File: config.mk
export PLATFORM = sky130hd
export DESIGN_NAME = interrupt_controller
export DESIGN_NICKNAME = d
export VERILOG_FILES = /design/src/rtl/interrupt_controller.sv
export SDC_FILE = /design/constraint.sdc
export NUM_CORES = 1
export LEC_CHECK = 0
export ABC_AREA = 1
export ABC_CLOCK_PERIOD_IN_PS = 3800
export BUFFER_PORTS_ARGS = -buffer_cell sky130_fd_sc_hd__buf_2
export CELL_PAD_IN_SITES_DETAIL_PLACEMENT = 0
export CELL_PAD_IN_SITES_GLOBAL_PLACEMENT = 1
export CORE_MARGIN = 4
export CORE_UTILIZATION = 42
export CTS_CLUSTER_SIZE = 40
export DETAILED_ROUTE_END_ITERATION = 7
export GPL_TIMING_DRIVEN = 0
export PLACE_DENSITY = 0.84
export REMOVE_ABC_BUFFERS = 1
export SYNTH_ARGS = -nofsm -noshare
export SYNTH_HDL_FRONTEND = slang
export SYNTH_SLANG_ARGS = --single-unit
export TNS_END_PERCENT = 5
File: constraint.sdc
create_clock -name clk -period 3.8 [get_ports clk]
set_clock_uncertainty 0.1 [all_clocks]
set_input_delay 0.19 -clock clk [delete_from_list [all_inputs] [get_ports clk]]
set_output_delay 0.19 -clock clk [all_outputs]
set_load 0.01 [all_outputs]
File: src/rtl/interrupt_controller.sv
// Fixed-priority interrupt controller: NUM_IRQ maskable channels (edge or level
// per channel), one NMI line with a single level of nesting over a maskable ISR,
// and a vector output for the request currently presented or serviced.
module interrupt_controller #(
    parameter int unsigned          NUM_IRQ   = 8,
    parameter logic [NUM_IRQ-1:0]   EDGE_MODE = {NUM_IRQ{1'b1}},
    parameter int unsigned          VEC_W     = 8,
    parameter logic [VEC_W-1:0]     VEC_BASE  = VEC_W'(8'h20),
    parameter logic [VEC_W-1:0]     NMI_VEC   = VEC_W'(8'h02)
) (
    input  logic               clk,
    input  logic               rst_n,
    input  logic [NUM_IRQ-1:0] irq_i,
    input  logic               nmi_i,
    input  logic               inta_i,
    input  logic               eoi_i,
    input  logic               mask_we_i,
    input  logic [NUM_IRQ-1:0] mask_wdata_i,
    output logic [NUM_IRQ-1:0] mask_o,
    output logic [NUM_IRQ-1:0] pending_o,
    output logic               int_req_o,
    output logic               nmi_req_o,
    output logic [VEC_W-1:0]   int_vec_o,
    output logic               in_service_o
);

    localparam int unsigned IdxW = (NUM_IRQ > 1) ? $clog2(NUM_IRQ) : 1;

    typedef enum logic [2:0] {
        StIdle,
        StReq,
        StService,
        StNmiReq,
        StNmiSvc
    } state_e;

    state_e             state_q, state_d;
    logic [NUM_IRQ-1:0] mask_q, mask_d;
    logic [NUM_IRQ-1:0] pend_q, pend_d;
    logic [NUM_IRQ-1:0] irq_prev_q;
    logic               nmi_prev_q;
    logic               nmi_pend_q, nmi_pend_d;
    logic               saved_q, saved_d;
    logic [VEC_W-1:0]   vec_q, vec_d;
    logic [VEC_W-1:0]   shadow_q, shadow_d;
    logic [IdxW-1:0]    idx_q, idx_d;

    logic [NUM_IRQ-1:0] active;
    logic               any_active;
    logic [IdxW-1:0]    win_idx;
    logic               chan_ack;
    logic               nmi_ack;

    assign active = pend_q & ~mask_q;

    // Lowest-numbered unmasked pending channel wins.
    always_comb begin
        any_active = 1'b0;
        win_idx    = '0;
        for (int i = NUM_IRQ - 1; i >= 0; i--) begin
            if (active[i]) begin
                any_active = 1'b1;
                win_idx    = IdxW'(i);
            end
        end
    end

    // FSM next state; the presented vector is frozen once a request is raised.
    always_comb begin
        state_d  = state_q;
        vec_d    = vec_q;
        idx_d    = idx_q;
        saved_d  = saved_q;
        shadow_d = shadow_q;
        chan_ack = 1'b0;
        nmi_ack  = 1'b0;
        unique case (state_q)
            StIdle: begin
                if (nmi_pend_q) begin
                    state_d = StNmiReq;
                    vec_d   = NMI_VEC;
                    saved_d = 1'b0;
                end else if (any_active) begin
                    state_d = StReq;
                    vec_d   = VEC_BASE + VEC_W'(win_idx);
                    idx_d   = win_idx;
                end
            end
            StReq: begin
                if (inta_i) begin
                    state_d  = StService;
                    chan_ack = 1'b1;
                end else if (nmi_pend_q) begin
                    // Unacknowledged channel stays pending and is re-arbitrated later.
                    state_d = StNmiReq;
                    vec_d   = NMI_VEC;
                    saved_d = 1'b0;
                end
            end
            StService: begin
                if (eoi_i) begin
                    state_d = StIdle;
                end else if (nmi_pend_q) begin
                    state_d  = StNmiReq;
                    shadow_d = vec_q;
                    vec_d    = NMI_VEC;
                    saved_d  = 1'b1;
                end
            end
            StNmiReq: begin
                if (inta_i) begin
                    state_d = StNmiSvc;
                    nmi_ack = 1'b1;
                end
            end
            StNmiSvc: begin
                if (eoi_i) begin
                    if (saved_q) begin
                        state_d = StService;
                        vec_d   = shadow_q;
                        saved_d = 1'b0;
                    end else begin
                        state_d = StIdle;
                    end
                end
            end
            default: state_d = StIdle;
        endcase
    end

    // Pending bits: edge channels latch rising edges (set beats ack clear),
    // level channels simply follow the registered input.
    always_comb begin
        pend_d = pend_q;
        for (int i = 0; i < NUM_IRQ; i++) begin
            if (EDGE_MODE[i]) begin
                pend_d[i] = (irq_i[i] & ~irq_prev_q[i]) |
                            (pend_q[i] & ~(chan_ack && (idx_q == IdxW'(i))));
            end else begin
                pend_d[i] = irq_i[i];
            end
        end
        nmi_pend_d = (nmi_i & ~nmi_prev_q) | (nmi_pend_q & ~nmi_ack);
        mask_d     = mask_we_i ? mask_wdata_i : mask_q;
    end

    // State registers; reset drops any request or service in progress.
    always_ff @(posedge clk or negedge rst_n) begin
        if (!rst_n) begin
            state_q    <= StIdle;
            mask_q     <= '1;
            pend_q     <= '0;
            irq_prev_q <= '0;
            nmi_prev_q <= 1'b0;
            nmi_pend_q <= 1'b0;
            saved_q    <= 1'b0;
            vec_q      <= '0;
            shadow_q   <= '0;
            idx_q      <= '0;
        end else begin
            state_q    <= state_d;
            mask_q     <= mask_d;
            pend_q     <= pend_d;
            irq_prev_q <= irq_i;
            nmi_prev_q <= nmi_i;
            nmi_pend_q <= nmi_pend_d;
            saved_q    <= saved_d;
            vec_q      <= vec_d;
            shadow_q   <= shadow_d;
            idx_q      <= idx_d;
        end
    end

    assign mask_o       = mask_q;
    assign pending_o    = pend_q;
    assign int_req_o    = (state_q == StReq);
    assign nmi_req_o    = (state_q == StNmiReq);
    assign in_service_o = (state_q == StService) || (state_q == StNmiSvc);
    assign int_vec_o    = vec_q;

endmodule

==> flow_summary_export.csv, run 1 <==
group,metric,value,unit
critical_path,crit_path_end_kind,"register",
critical_path,path_max_fanout,11,
critical_path,cp-start-kind,"register",
clock_tree,clk_path_buf_depth,2,
floorplanning,ios,49,
power_and_ir_drop,p_comb_share,33.1,%
layout,nets,340,
power_and_ir_drop,power_switching,0.617,mW
grt,grt.overflow.total,0,
floorplanning,die-area,6340,um2
floorplanning,rows,25,
clock_tree,cts_buffers,5,
logic_synthesis,syn_inst,252,
detailed_routing,drt_wl_total,4670,um
timing,hold_viol_final,41,
power_and_ir_drop,power_density,602,nW/um2
clock_tree,htreeDepth,2,
critical_path,critical_path_class,"register to register",
layout,final_common_cell,"nand2_1",
layout,finalCoreUtilization,56.1,%
clock_tree,insertion_delay,300,ps
logic_synthesis,netlist_area,2150,um2
timing,fin_crit_sh,49.3,%
floorplanning,start_util,44.4,%
layout,final_cell_mix,"nand2_1, buf_2, o21ai_0",
power_and_ir_drop,clock_power_share,24.0,%
timing,worst_pin_slew,1050,ps
logic_synthesis,yosysSeqAreaShare,57.4,%
power_and_ir_drop,ir_drop,0.290,mV
power_and_ir_drop,power_switching_share,37.6,%
critical_path,arrival,1990,ps
status,violations,"negative hold slack",
worst_hold_path,hp-class,"input port to async pin",
logic_synthesis,yosysUniqueCellTypes,23,
logic_synthesis,synth.avg_cell_area,8.55,um2
grt,grt_start_max_net_pins,50,
layout,areaGrowthSynthToFinish,26.2,%
placement,gp_congestion,0.803,
power_and_ir_drop,p_seq_share,42.9,%
placement,dp_hpwl,3300,um
grt,grt_pass1_wl,8220,um
detailed_routing,first_pass_iters,4,
timing,finalCriticalPeriod,1870,ps
layout,final_area,2720,um2
logic_synthesis,synth-seq-cells,49,
timing,slew_headroom,30.1,%
logic_synthesis,yosys_warnings,0,
clock_tree,post_cts_buffers,0,
power_and_ir_drop,p_int,1.02,mW
clock_tree,cts_tree,"built",
run,maxCapViolCount,0,
clock_tree,clk_pin_slew,100,ps
timing,rsz0062_at_grt,"no",
timing,whs,-30.5,ps
grt,antenna_found_initial,0,
placement,dpl-instance-area,2460,um2
grt,grt_pass1_vias,1744,
clock_tree,clock-root-buffer,"clkbuf_8",
timing,tns,0,ps
timing,setup_viol,0,
layout,layout-drive-gt1-share,25.7,%
detailed_routing,routed_via_density,4.66,
power_and_ir_drop,leakagePower,1.40,nW
floorplanning,die_w,79.6,um
status,status,"finished, violations left",
grt,track_usage,16.7,%
clock_tree,clock-sinks,49,
timing,max_freq,533,MHz
floorplanning,core_area,4850,um2
timing,maxSlewViolCount,0,
placement,port_buffers,48,
detailed_routing,drt_iter0_markers,103,
layout,diodes,0,
detailed_routing,wl_per_cell,12.1,um
critical_path,worstPathRequired,3910,ps
detailed_routing,ant_nets,0,
floorplanning,die_height,79.6,um
detailed_routing,vias,1798,
detailed_routing,drcViolationCount,0,
-- cells in the mapped netlist, drive strengths merged --
| cell | instances | area share [%] |
|---|---|---|
| a21oi | 5 | 1.3 |
| o21ai | 48 | 12 |
| dfstp | 8 | 9.8 |
| o21a | 1 | 0.35 |
| nand4 | 2 | 0.58 |
| nand2 | 79 | 14 |
| nor2 | 14 | 2.9 |
| buf | 2 | 0.75 |
| clkbuf | 1 | 0.17 |
| nand3 | 10 | 2.8 |
| dfrtp | 41 | 48 |
| nor3 | 2 | 0.46 |
| or2 | 1 | 0.29 |
| o22ai | 1 | 0.29 |
| inv | 37 | 6.4 |
-- repair_timing --
item / CTS / global route
hold buffers: 14 / 0
endpoints found under the hold margin: 14 / 0
resized for setup: 0 / 0
-- critical path: stages, from the launching register on --
cell     delay, ps
dfrtp_1        480
nor2_1         130
nand3_1        120
nor2_2         310
inv_1          260
o21ai_0        130
a21oi_1         60
o21ai_0        180
-- kinds of logic (layout without fill, tap and decap cells) --
kind of cell	count (synthesis)	after routing	synth area share, %
AND/OR/NAND/NOR	108	108	21.3
AO/OA/AOI/OAI	55	55	14.0
flip-flops	49	49	57.4
buffers and inverters	40	107	7.37
-- power by group through the flow --
stage,registers [mW],logic (mW),clock network (mW)
global route,0.718,0.631,0.430
detailed placement,0.714,0.534,0
global placement,0.712,0.530,0
CTS,0.703,0.549,0.403
finish,0.703,0.542,0.393
floorplan,0.710,0.359,0
-- per-stage QoR --
stage                     power [mW]  cells  setup WS (ps)  hold slack (ps)
after floorplan                 1.07    249           2180             -206
after global placement          1.24    364           1950              211
after detailed placement        1.25    364           1910              213
after CTS                       1.66    386           1880             1.25
after global routing            1.78    386           1720             4.92
final                           1.64    386           1930            -30.5
-- final timing paths --
| path | endpoint | start | slack [ps] | cells after the start |
|---|---|---|---|---|
| worst max register to register | state_q[0]$_DFFE_PN0P_ | state_q[0]$_DFFE_PN0P_ | 1930 | 7 |
| worst min register to register | pending_o[2]$_DFF_PN0_ | irq_prev_q[2]$_DFF_PN0_ | 320 | 1 |
| worst min-delay path | pending_o[7]$_DFF_PN0_ | rst_n | -30 | 1 |
| worst max-delay path | state_q[0]$_DFFE_PN0P_ | state_q[0]$_DFFE_PN0P_ | 1930 | 7 |
| max in group asynchronous | int_vec_o[7]$_DFFE_PN0P_ | rst_n | 2980 | 1 |
| min in group clk | mask_o[1]$_DFFE_PN1P_ | mask_wdata_i[1] | 0 | 3 |
-- state kept, by name (all words and copies together) (netlist names) --
signal,count
int_vec_o,8
irq_prev_q,8
mask_o,8
pending_o,8
shadow_q,8
idx_q,3
state_q,3
nmi_pend_q,1
nmi_prev_q,1
saved_q,1
-- final cells by class --
cell class                 count  area (um2)
clock buffer                   6        82.6
clock inverter                 2        37.5
fill                         461        2130
inverter                      37         139
multi-input combinational    163         759
sequential                    49        1240
tap                           67        83.8
timing repair buffer          62         380
-- layer usage --
metal  share of wire, %  global-route usage (%)
met3                5.2                    3.84
met1                 48                    23.7
met4                1.3                    5.15
met2                 46                    25.4
met5                  0                       0
(Power assumes the default switching activity.)
==> run 2: changes to the inputs <==
Settings changed: ABC_CLOCK_PERIOD_IN_PS 3800 to 1700, CORE_UTILIZATION 42 to 35, PLACE_DENSITY 0.84 to 0.75.
Clock period 3.8 ns to 1.7 ns, I/O delays scaled along.
==> run 2 against run 1 <==
  * Setup slack worse by 1800 ps
  * Sequential cell count stayed put
  * Design area is 6.3% higher
  * Fmax increased by 20%
  * Via count grew 4.4%
  * Global-route usage shrank 2.1 points
  * Non-clock buffer count increased by 13
  * Routed wire length is 3.8% higher
  * Register-to-register slack got worse by 1800 ps
  * The flow now finishes without violations
  * Count of clock-buffer cells in the layout is the same
  * First-iteration DRC count decreased by 43%
==> flow_summary_export.csv, run 2 (synthesis gave the netlist of run 1 again) <==
group,metric,value,unit
grt,grt_pass1_vias,1902,
floorplanning,die_height,86.5,um
detailed_routing,ant_nets,0,
floorplanning,die_w,86.5,um
clock_tree,clock-root-buffer,"clkbuf_8",
timing,slew_headroom,29.0,%
layout,nets,353,
critical_path,worstPathCellList,"inv_1 > nand2_1 > nand2_1 > nor2_4 > nand3_4 > nand3_4 > inv_2 > nand2_1 > o21ai_0",
clock_tree,htreeDepth,2,
grt,grt.overflow.total,0,
clock_tree,insertion_delay,300,ps
run,maxCapViolCount,0,
clock_tree,cts_buffers,5,
critical_path,critPathTopFamily,"simple AND/OR/NAND/NOR gates",
floorplanning,start_util,36.2,%
critical_path,crit_path_end_kind,"register",
grt,grt_pass1_wl,8690,um
floorplanning,die-area,7480,um2
timing,tns,0,ps
floorplanning,rows,28,
detailed_routing,drt_wl_total,4850,um
layout,diodes,0,
detailed_routing,drcViolationCount,0,
timing,maxSlewViolCount,0,
detailed_routing,wl_per_cell,11.9,um
timing,worst_pin_slew,1070,ps
timing,rsz0062_at_grt,"yes",
power_and_ir_drop,power_switching_share,38.7,%
detailed_routing,first_pass_iters,4,
power_and_ir_drop,p_comb_share,38.4,%
layout,final_cell_mix,"nand2_1, buf_2, o21ai_0",
power_and_ir_drop,p_total,3.76,mW
detailed_routing,drt_iter0_markers,59,
timing,fin_crit_sh,92.1,%
worst_hold_path,hp-class,"input port to register",
layout,final_area,2890,um2
critical_path,cp-start-kind,"register",
power_and_ir_drop,power_density,1300,nW/um2
layout,stdcell_count,407,
timing,setup_viol,0,
clock_tree,clk_pin_slew,100,ps
grt,grt_start_max_net_pins,50,
critical_path,cp_num_buf_inv,2,
grt,track_usage,14.6,%
power_and_ir_drop,ir_drop,0.785,mV
power_and_ir_drop,p_seq_share,42.4,%
layout,areaGrowthSynthToFinish,34.1,%
timing,max_freq,639,MHz
placement,gp_congestion,0.804,
detailed_routing,routed_via_density,4.61,
critical_path,arrival,1650,ps
critical_path,worstPathRequired,1790,ps
placement,dp_hpwl,3490,um
critical_path,crit_path_top_delay_cell,"dfstp_2",
clock_tree,clk_path_buf_depth,2,
critical_path,max_stage_delay,540,ps
power_and_ir_drop,clock_power_share,19.3,%
clock_tree,clock-sinks,49,
critical_path,path_max_fanout,5,
power_and_ir_drop,power_switching,1.45,mW
timing,hold_viol_final,0,
detailed_routing,vias,1878,
power_and_ir_drop,p_int,2.30,mW
status,status,"finished, final reports clean",
floorplanning,ios,49,
grt,antenna_found_initial,0,
layout,nFillCells,587,
layout,layout-drive-gt1-share,28.3,%
floorplanning,core_area,5960,um2
placement,place_inst,372,
layout,final_common_cell,"nand2_1",
placement,dpl-instance-area,2470,um2
clock_tree,cts_tree,"built",
timing,finalCriticalPeriod,1570,ps
critical_path,critical_path_class,"register to register",
placement,port_buffers,48,
power_and_ir_drop,leakagePower,1.46,nW
critical_path,cpMostUsedCell,"nand2_1",
[run 2: changes by cell type in the layout (fill, tap and decap cells not counted), moves of 2 or more]
cell and change:
buf_4 +4, dfrtp_1 -2, dfrtp_2 +2, dlygate4sd3_1 +8, nand3_4 +2, nor2_1 -2, nor2_2 -2, nor2_4 +4
o21ai_0 -2, o21ai_1 +2
[run 2: worst reg2reg max path: stages (launching register included)]
cell and delay (ps):
dfstp_2 540, inv_1 50, nand2_1 70, nand2_1 100
nor2_4 160, nand3_4 110, nand3_4 120, inv_2 70
nand2_1 60, o21ai_0 70
[run 2: area by class of cell]
cell class	count	area, um2	area share [%]
Clock buffer	6	82.6	2.86
Clock inverter	2	13.8	0.476
Inverter	37	143	4.94
Multi-Input combinational cell	163	807	27.9
Sequential cell	49	1240	42.9
Tap cell	75	93.8	3.25
Timing Repair Buffer	75	510	17.7
[run 2: path summary, 6_finish.rpt]
path	from	endpoint	slack [ps]	depth (start not counted)
max in group asynchronous	rst_n	state_q[0]$_DFFE_PN0P_	370	2
setup reg to reg	mask_o[1]$_DFFE_PN1P_	int_vec_o[1]$_DFFE_PN0P_	130	9
hold / removal	mask_we_i	mask_o[2]$_DFFE_PN1P_	8	3
setup / recovery	mask_o[1]$_DFFE_PN1P_	int_vec_o[1]$_DFFE_PN0P_	130	9
hold reg to reg	irq_prev_q[3]$_DFF_PN0_	pending_o[3]$_DFF_PN0_	320	1
min in group asynchronous	rst_n	int_vec_o[3]$_DFFE_PN0P_	420	2
[run 2: timing repair]
item | CTS | global route
pin swaps | 2 | 3
setup endpoints to repair | 11 | 19
hold buffers | 22 | 0
buffers inserted | 5 | 0
hold endpoints to repair | 68 | 0
gates resized for setup | 4 | 11
[run 2: power by group through the flow]
stage	registers [mW]	clock network [mW]	logic, mW
after floorplan	1.59	0	0.803
after global placement	1.60	0	1.19
after detailed placement	1.60	0	1.20
after CTS	1.58	0.754	1.44
after global routing	1.62	0.803	1.65
final	1.59	0.724	1.44
[run 2: through the flow]
stage               hold WS [ps]  worst slack, ps  util, %
finish                      8.47              135     48.5
global route                15.2            -17.0     48.5
floorplan                   -311             83.3        -
detailed placement           109             -136     41.4
CTS                        0.429             29.9     48.0
global placement             106             -157     41.4
[run 2: routing by layer]
metal	up-vias	routed length, um	GRT usage [%]
li1	958	-	-
met4	0	47	4.96
met3	4	198	3.04
met5	-	0	0
met1	883	2350	19.5
met2	33	2260	23.7
